**src/rtl/uart_pkg.sv**
```systemverilog
// Shared types and helpers for the buffered UART receive path.
// Holds the receiver state encoding and the baud divisor calculation.
package uart_pkg;

    typedef enum logic [2:0] {
        IDLE,
        START,
        DATA,
        STOP,
        BREAK
    } uart_rx_state_e;

    function automatic int calc_div(input int clk_freq, input int baud);
        return clk_freq / baud;
    endfunction

endpackage

```
**src/rtl/uart_rx_buffered_fifo.sv**
```systemverilog
// Small synchronous FIFO with wrap-bit pointers and a combinational head.
// A push into a full FIFO is accepted only when a pop frees a slot that cycle.
module sync_fifo #(
    parameter int WIDTH = 8,
    parameter int DEPTH = 4
) (
    input  logic             clk_i,
    input  logic             rst_ni,
    input  logic             push_i,
    input  logic [WIDTH-1:0] wdata_i,
    input  logic             pop_i,
    output logic             full_o,
    output logic             empty_o,
    output logic [WIDTH-1:0] head_o
);

    localparam int AW = $clog2(DEPTH);

    logic [AW:0]      wr_ptr;
    logic [AW:0]      rd_ptr;
    logic [WIDTH-1:0] mem [DEPTH];
    logic             do_push;
    logic             do_pop;

    assign empty_o = (wr_ptr == rd_ptr);
    assign full_o  = (wr_ptr[AW-1:0] == rd_ptr[AW-1:0]) &&
                     (wr_ptr[AW] != rd_ptr[AW]);
    assign do_pop  = pop_i && !empty_o;
    assign do_push = push_i && (!full_o || do_pop);
    assign head_o  = mem[rd_ptr[AW-1:0]];

    always_ff @(posedge clk_i or negedge rst_ni) begin
        if (!rst_ni) begin
            wr_ptr <= '0;
            rd_ptr <= '0;
            for (int i = 0; i < DEPTH; i++) mem[i] <= '0;
        end else begin
            if (do_push) begin
                mem[wr_ptr[AW-1:0]] <= wdata_i;
                wr_ptr <= wr_ptr + (AW+1)'(1);
            end
            if (do_pop) rd_ptr <= rd_ptr + (AW+1)'(1);
        end
    end

endmodule

```
**src/rtl/uart_rx_buffered.sv**
```systemverilog
// 8N1 UART receiver with mid-bit sampling, break handling and a
// small receive FIFO popped through a valid/ready interface.
module uart_rx_buffered
    import uart_pkg::*;
#(
    parameter int CLK_FREQ   = 25_000_000,
    parameter int BAUDRATE   = 115200,
    parameter int FIFO_DEPTH = 4
) (
    input  logic       clk_i,
    input  logic       rst_ni,
    input  logic       ser_rx,
    output logic [7:0] rdata_o,
    output logic       rvalid_o,
    input  logic       rready_i,
    output logic       frame_err_o,
    output logic       overrun_o
);

    localparam int DIV = calc_div(CLK_FREQ, BAUDRATE);
    localparam int CW  = $clog2(DIV + 1);

    uart_rx_state_e state;
    logic [1:0]     sync_q;
    logic           rx_s;
    logic [CW-1:0]  cnt;
    logic [2:0]     idx;
    logic [7:0]     shreg;
    logic           tick;
    logic           push;
    logic           full;
    logic           empty;

    assign rx_s = sync_q[1];
    assign tick = (cnt == '0);
    assign push = (state == STOP) && tick && rx_s;

    always_ff @(posedge clk_i or negedge rst_ni) begin
        if (!rst_ni) sync_q <= 2'b11;
        else         sync_q <= {sync_q[0], ser_rx};
    end

    always_ff @(posedge clk_i or negedge rst_ni) begin
        if (!rst_ni) begin
            state       <= IDLE;
            cnt         <= '0;
            idx         <= '0;
            shreg       <= '0;
            frame_err_o <= 1'b0;
            overrun_o   <= 1'b0;
        end else begin
            frame_err_o <= 1'b0;
            overrun_o   <= 1'b0;
            if (!tick) cnt <= cnt - 1'b1;
            unique case (state)
                IDLE: if (!rx_s) begin
                    state <= START;
                    cnt   <= CW'(DIV/2 - 1);
                end
                START: if (tick) begin
                    if (rx_s) begin
                        state <= IDLE;
                    end else begin
                        state <= DATA;
                        cnt   <= CW'(DIV - 1);
                        idx   <= '0;
                    end
                end
                DATA: if (tick) begin
                    shreg[idx] <= rx_s;
                    cnt        <= CW'(DIV - 1);
                    idx        <= idx + 1'b1;
                    if (idx == 3'd7) state <= STOP;
                end
                STOP: if (tick) begin
                    // full is only an overrun if no pop frees a slot this cycle
                    overrun_o   <= rx_s && full && !rready_i;
                    frame_err_o <= !rx_s;
                    state       <= rx_s ? IDLE : BREAK;
                end
                BREAK: if (rx_s) state <= IDLE;
                default: state <= IDLE;
            endcase
        end
    end

    sync_fifo #(
        .WIDTH(8),
        .DEPTH(FIFO_DEPTH)
    ) u_fifo (
        .clk_i  (clk_i),
        .rst_ni (rst_ni),
        .push_i (push),
        .wdata_i(shreg),
        .pop_i  (rready_i),
        .full_o (full),
        .empty_o(empty),
        .head_o (rdata_o)
    );

    assign rvalid_o = !empty;

endmodule

```
**config.mk**
```make
export PLATFORM = sky130hd
export DESIGN_NAME = uart_rx_buffered
export DESIGN_NICKNAME = d
export VERILOG_FILES = /design/src/rtl/uart_pkg.sv /design/src/rtl/uart_rx_buffered_fifo.sv /design/src/rtl/uart_rx_buffered.sv
export SDC_FILE = /design/constraint.sdc
export NUM_CORES = 1
export LEC_CHECK = 0
export CORE_ASPECT_RATIO = 2
export CORE_UTILIZATION = 45
export CTS_BUF_LIST = sky130_fd_sc_hd__clkbuf_4 sky130_fd_sc_hd__clkbuf_8 sky130_fd_sc_hd__clkbuf_16
export CTS_CLUSTER_DIAMETER = 50
export DETAILED_ROUTE_END_ITERATION = 10
export PLACE_DENSITY = 0.77
export REMOVE_ABC_BUFFERS = 1
export SYNTH_ARGS = -nofsm -noshare
export SYNTH_HDL_FRONTEND = slang
export SYNTH_SLANG_ARGS = --single-unit
```
**constraint.sdc**
```tcl
create_clock -name clk_i -period 2.4 [get_ports clk_i]
set_clock_uncertainty 0.1 [all_clocks]
set_input_delay 0.6 -clock clk_i [delete_from_list [all_inputs] [get_ports clk_i]]
set_output_delay 0.6 -clock clk_i [all_outputs]
set_load 0.01 [all_outputs]
```
==> impl_metrics.csv <==
group,metric,value,unit
outcome,status,"complete, no violations",
critical_path,cp.required,1.70,ns
critical_path,reg2reg_to,"u_fifo.mem[7]",
cells_and_area,layout.cells.non_filler,355,
power_and_ir_drop,vdd_drop_max,0.446,mV
placed_design,hpwlAfterDp,4260,um
power_and_ir_drop,swShare,0.183,
floorplan,start_util,0.466,
cells_and_area,layout-drive-gt1-share,0.367,
floorplan,rows,42,
detailed_routing,wl_per_cell,17.0,um
floorplan,core,6620,um^2
floorplan,die_h,119,um
power_and_ir_drop,power.internal,0.00211,W
critical_path,crit_path_start,"u_fifo.rd_ptr[0]",
synthesis,synth.area.top_cells,"dfrtp_1 50%, mux2_2 16%, mux4_2 5.8%",
synthesis,synth-async-reset-ratio,1.00,
synthesis,synth_area,3090,um^2
critical_path,crit_path_end_kind,"output pin",
global_route,grt_antenna_before_repair,0,
critical_path,start_kind,"register",
critical_path,worstPathMaxFanout,11,
synthesis,yosys_register_bits,64,
detailed_routing,vias,1983,
cells_and_area,final_nets,275,
power_and_ir_drop,power_density,678,nW/um^2
critical_path,r2r_setup_slack,0.15,ns
detailed_routing,drcViolationCount,0,
floorplan,dieArea,7210,um^2
clock_network,cts_tree,"built",
cells_and_area,syn2layout_area_growth,23.6,%
detailed_routing,viasPerCell,5.59,
global_route,gr-usage-all-layers,0.201,
critical_path,crit_end,"rdata_o[0]",
placed_design,placed_cell_area,3450,um^2
global_route,grt_pass1_vias,2097,
run,cap_violations,0,
synthesis,synth.distinct_cells,43,
synthesis,synthTopCellsByCount,"62 x dfrtp_1, 43 x mux2_2, 11 x nor2_1",
sta,period_share,0.973,
power_and_ir_drop,p_seq_frac,0.420,
clock_network,cts_buffer_depth,2,
synthesis,syn_inst,229,
detailed_routing,dr.first_iter.drc_count,47,
critical_path,arrival,1.64,ns
power_and_ir_drop,power_leakage,1.78,nW
clock_network,root_buffer,"clkbuf_16",
sta,final-setup-viol-count,0,
cells_and_area,fin_util,0.576,
synthesis,synth_ff_type,"dfrtp_1",
synthesis,yosys.area.top_type,"dfrtp_1",
clock_network,insertion_delay,0.33,ns
floorplan,die_w,60.6,um
synthesis,avgSynthCellArea,13.5,um^2
sta,slew_violations,0,
floorplan,ios,15,
critical_path,r2r_cells,5,
placed_design,io_buffers,14,
sta,rsz0062_at_grt,"false",
sta,tns,0,ns
sta,worst_pin_slew,0.484,ns
power_and_ir_drop,p_sw,0.000473,W
detailed_routing,drtPass1Iterations,6,
placed_design,numPlacedInstances,338,
clock_network,cts_hold_buf,0,
synthesis,synth.most_common_cell,"dfrtp_1",
synthesis,post-synth-top-area-fraction,0.503,
detailed_routing,routed_wl,6030,um
clock_network,clkTransAtPathRegs,0.05,ns
clock_network,cts.sinks,64,
synthesis,synth-edff-count,0,
cells_and_area,n_antenna_cell,0,
global_route,grt_pass1_wl,10400,um
sta,min_period,2.34,ns
sta,hold_viol_final,0,
critical_path,timing.rr.start,"state[2]",
placed_design,gp_congestion,0.876,
clock_network,cts_max_level,3,
critical_path,critPathKind,"register to output pin",
power_and_ir_drop,clkPwrFrac,0.566,
sta,max_freq,428,MHz
global_route,grt_max_degree,36,
sta,max_slew_margin,0.676,
synthesis,yosysSeqAreaShare,0.520,
cells_and_area,postLayoutCellArea,3810,um^2
synthesis,yosysWarnings,0,
clock_network,numCtsBuffers,9,
detailed_routing,antenna_left,0,
global_route,overflow,0,
power_and_ir_drop,comb_power_share,0.015,
min_path,hp-class,"input pin to async pin",
## per-layer routing
layer  vias to the layer above  GRT usage  part of all wire  wire, um
met5                         -          0                 0         0
li1                        903          -                 -         -
met3                        18     0.0315             0.021       128
met1                      1024      0.222              0.38      2290
met4                         0      0.146             0.037       225
met2                        38      0.330              0.56      3390
## area by class of cell
cell class / count / area [um^2]
multi-input combinational: 147 / 1410
tap: 88 / 110
clock inverter: 2 / 60.1
clock buffer: 14 / 282
inverter: 9 / 36.3
sequential: 64 / 1610
timing repair buffer: 31 / 309
fill: 568 / 2810
## worst max-delay path: stages, from the launching register on
cell,delay [ns]
dfrtp_1,0.37
buf_12,0.16
mux4_2,0.49
dlygate4sd2_1,0.29
## cell usage in the layout (no fill, tap or decap), drive strengths merged, types with 4 or more instances in the layout
master and count:
a31oi 4, buf 18, clkbuf 14, clkdlybuf4s15 6, clkdlybuf4s50 4, dfrtp 62
ha 9, inv 9, mux2 43, mux4 8, nand2 8, nand3 6
nand4 4, nor2 11, nor3 6, nor3b 4, nor4b 4, xnor2 6
xor2 4
## sequential cells by signal, summed over array words and instances, names as in the netlist
signal,count
shreg,8
state,3
u_fifo.rd_ptr,3
u_fifo.mem,32
overrun_o,1
idx,3
cnt,8
sync_q,2
u_fifo.wr_ptr,3
frame_err_o,1
## cells by family after synthesis
kind of cell    synth area share
fa+ha+maj                 0.0365
buf+inv                   0.0264
simple gates               0.126
xor+xnor                  0.0284
compound gates            0.0442
mux                        0.219
flops                      0.520
## power groups by stage
stage                     clock network, W  registers [W]    logic, W
after floorplan                          0        0.00110  0.00000216
after global placement                   0        0.00110   0.0000378
after detailed placement                 0        0.00110   0.0000394
after CTS                          0.00148        0.00108   0.0000396
final                              0.00146        0.00108   0.0000377
after global routing               0.00153        0.00108   0.0000431
## through the flow
| stage | hold WS [ns] | worst slack (ns) | power (W) |
|---|---|---|---|
| 3_3_place_gp | 0.246 | -0.143 | 0.00114 |
| 5_1_grt | 0.0950 | 0.000706 | 0.00266 |
| 6_report | 0.0758 | 0.0641 | 0.00258 |
| 3_5_place_dp | 0.248 | -0.168 | 0.00114 |
| 4_1_cts | 0.0822 | 0.0169 | 0.00261 |
| 2_1_floorplan | 0.204 | -0.171 | 0.00111 |
## how the worst min path moves through the flow
stage	depth (start not counted)	to	startpoint	slack (ns)
floorplan	0	cnt[0]	rst_ni	0.20
global route	1	shreg[6]	rst_ni	0.1
detailed placement	0	sync_q[1]	sync_q[0]	0.25
global placement	0	sync_q[1]	sync_q[0]	0.25
finish	1	shreg[6]	rst_ni	0.08
CTS	1	u_fifo.mem[13]	rst_ni	0.08
## what timing repair did
| item | CTS | global route |
|---|---|---|
| setup endpoints to repair | 9 | 15 |
| gates resized for setup | 11 | 8 |
| pin swaps | 0 | 0 |
| setup buffers | 1 | 0 |
(Power assumes the default switching activity.)
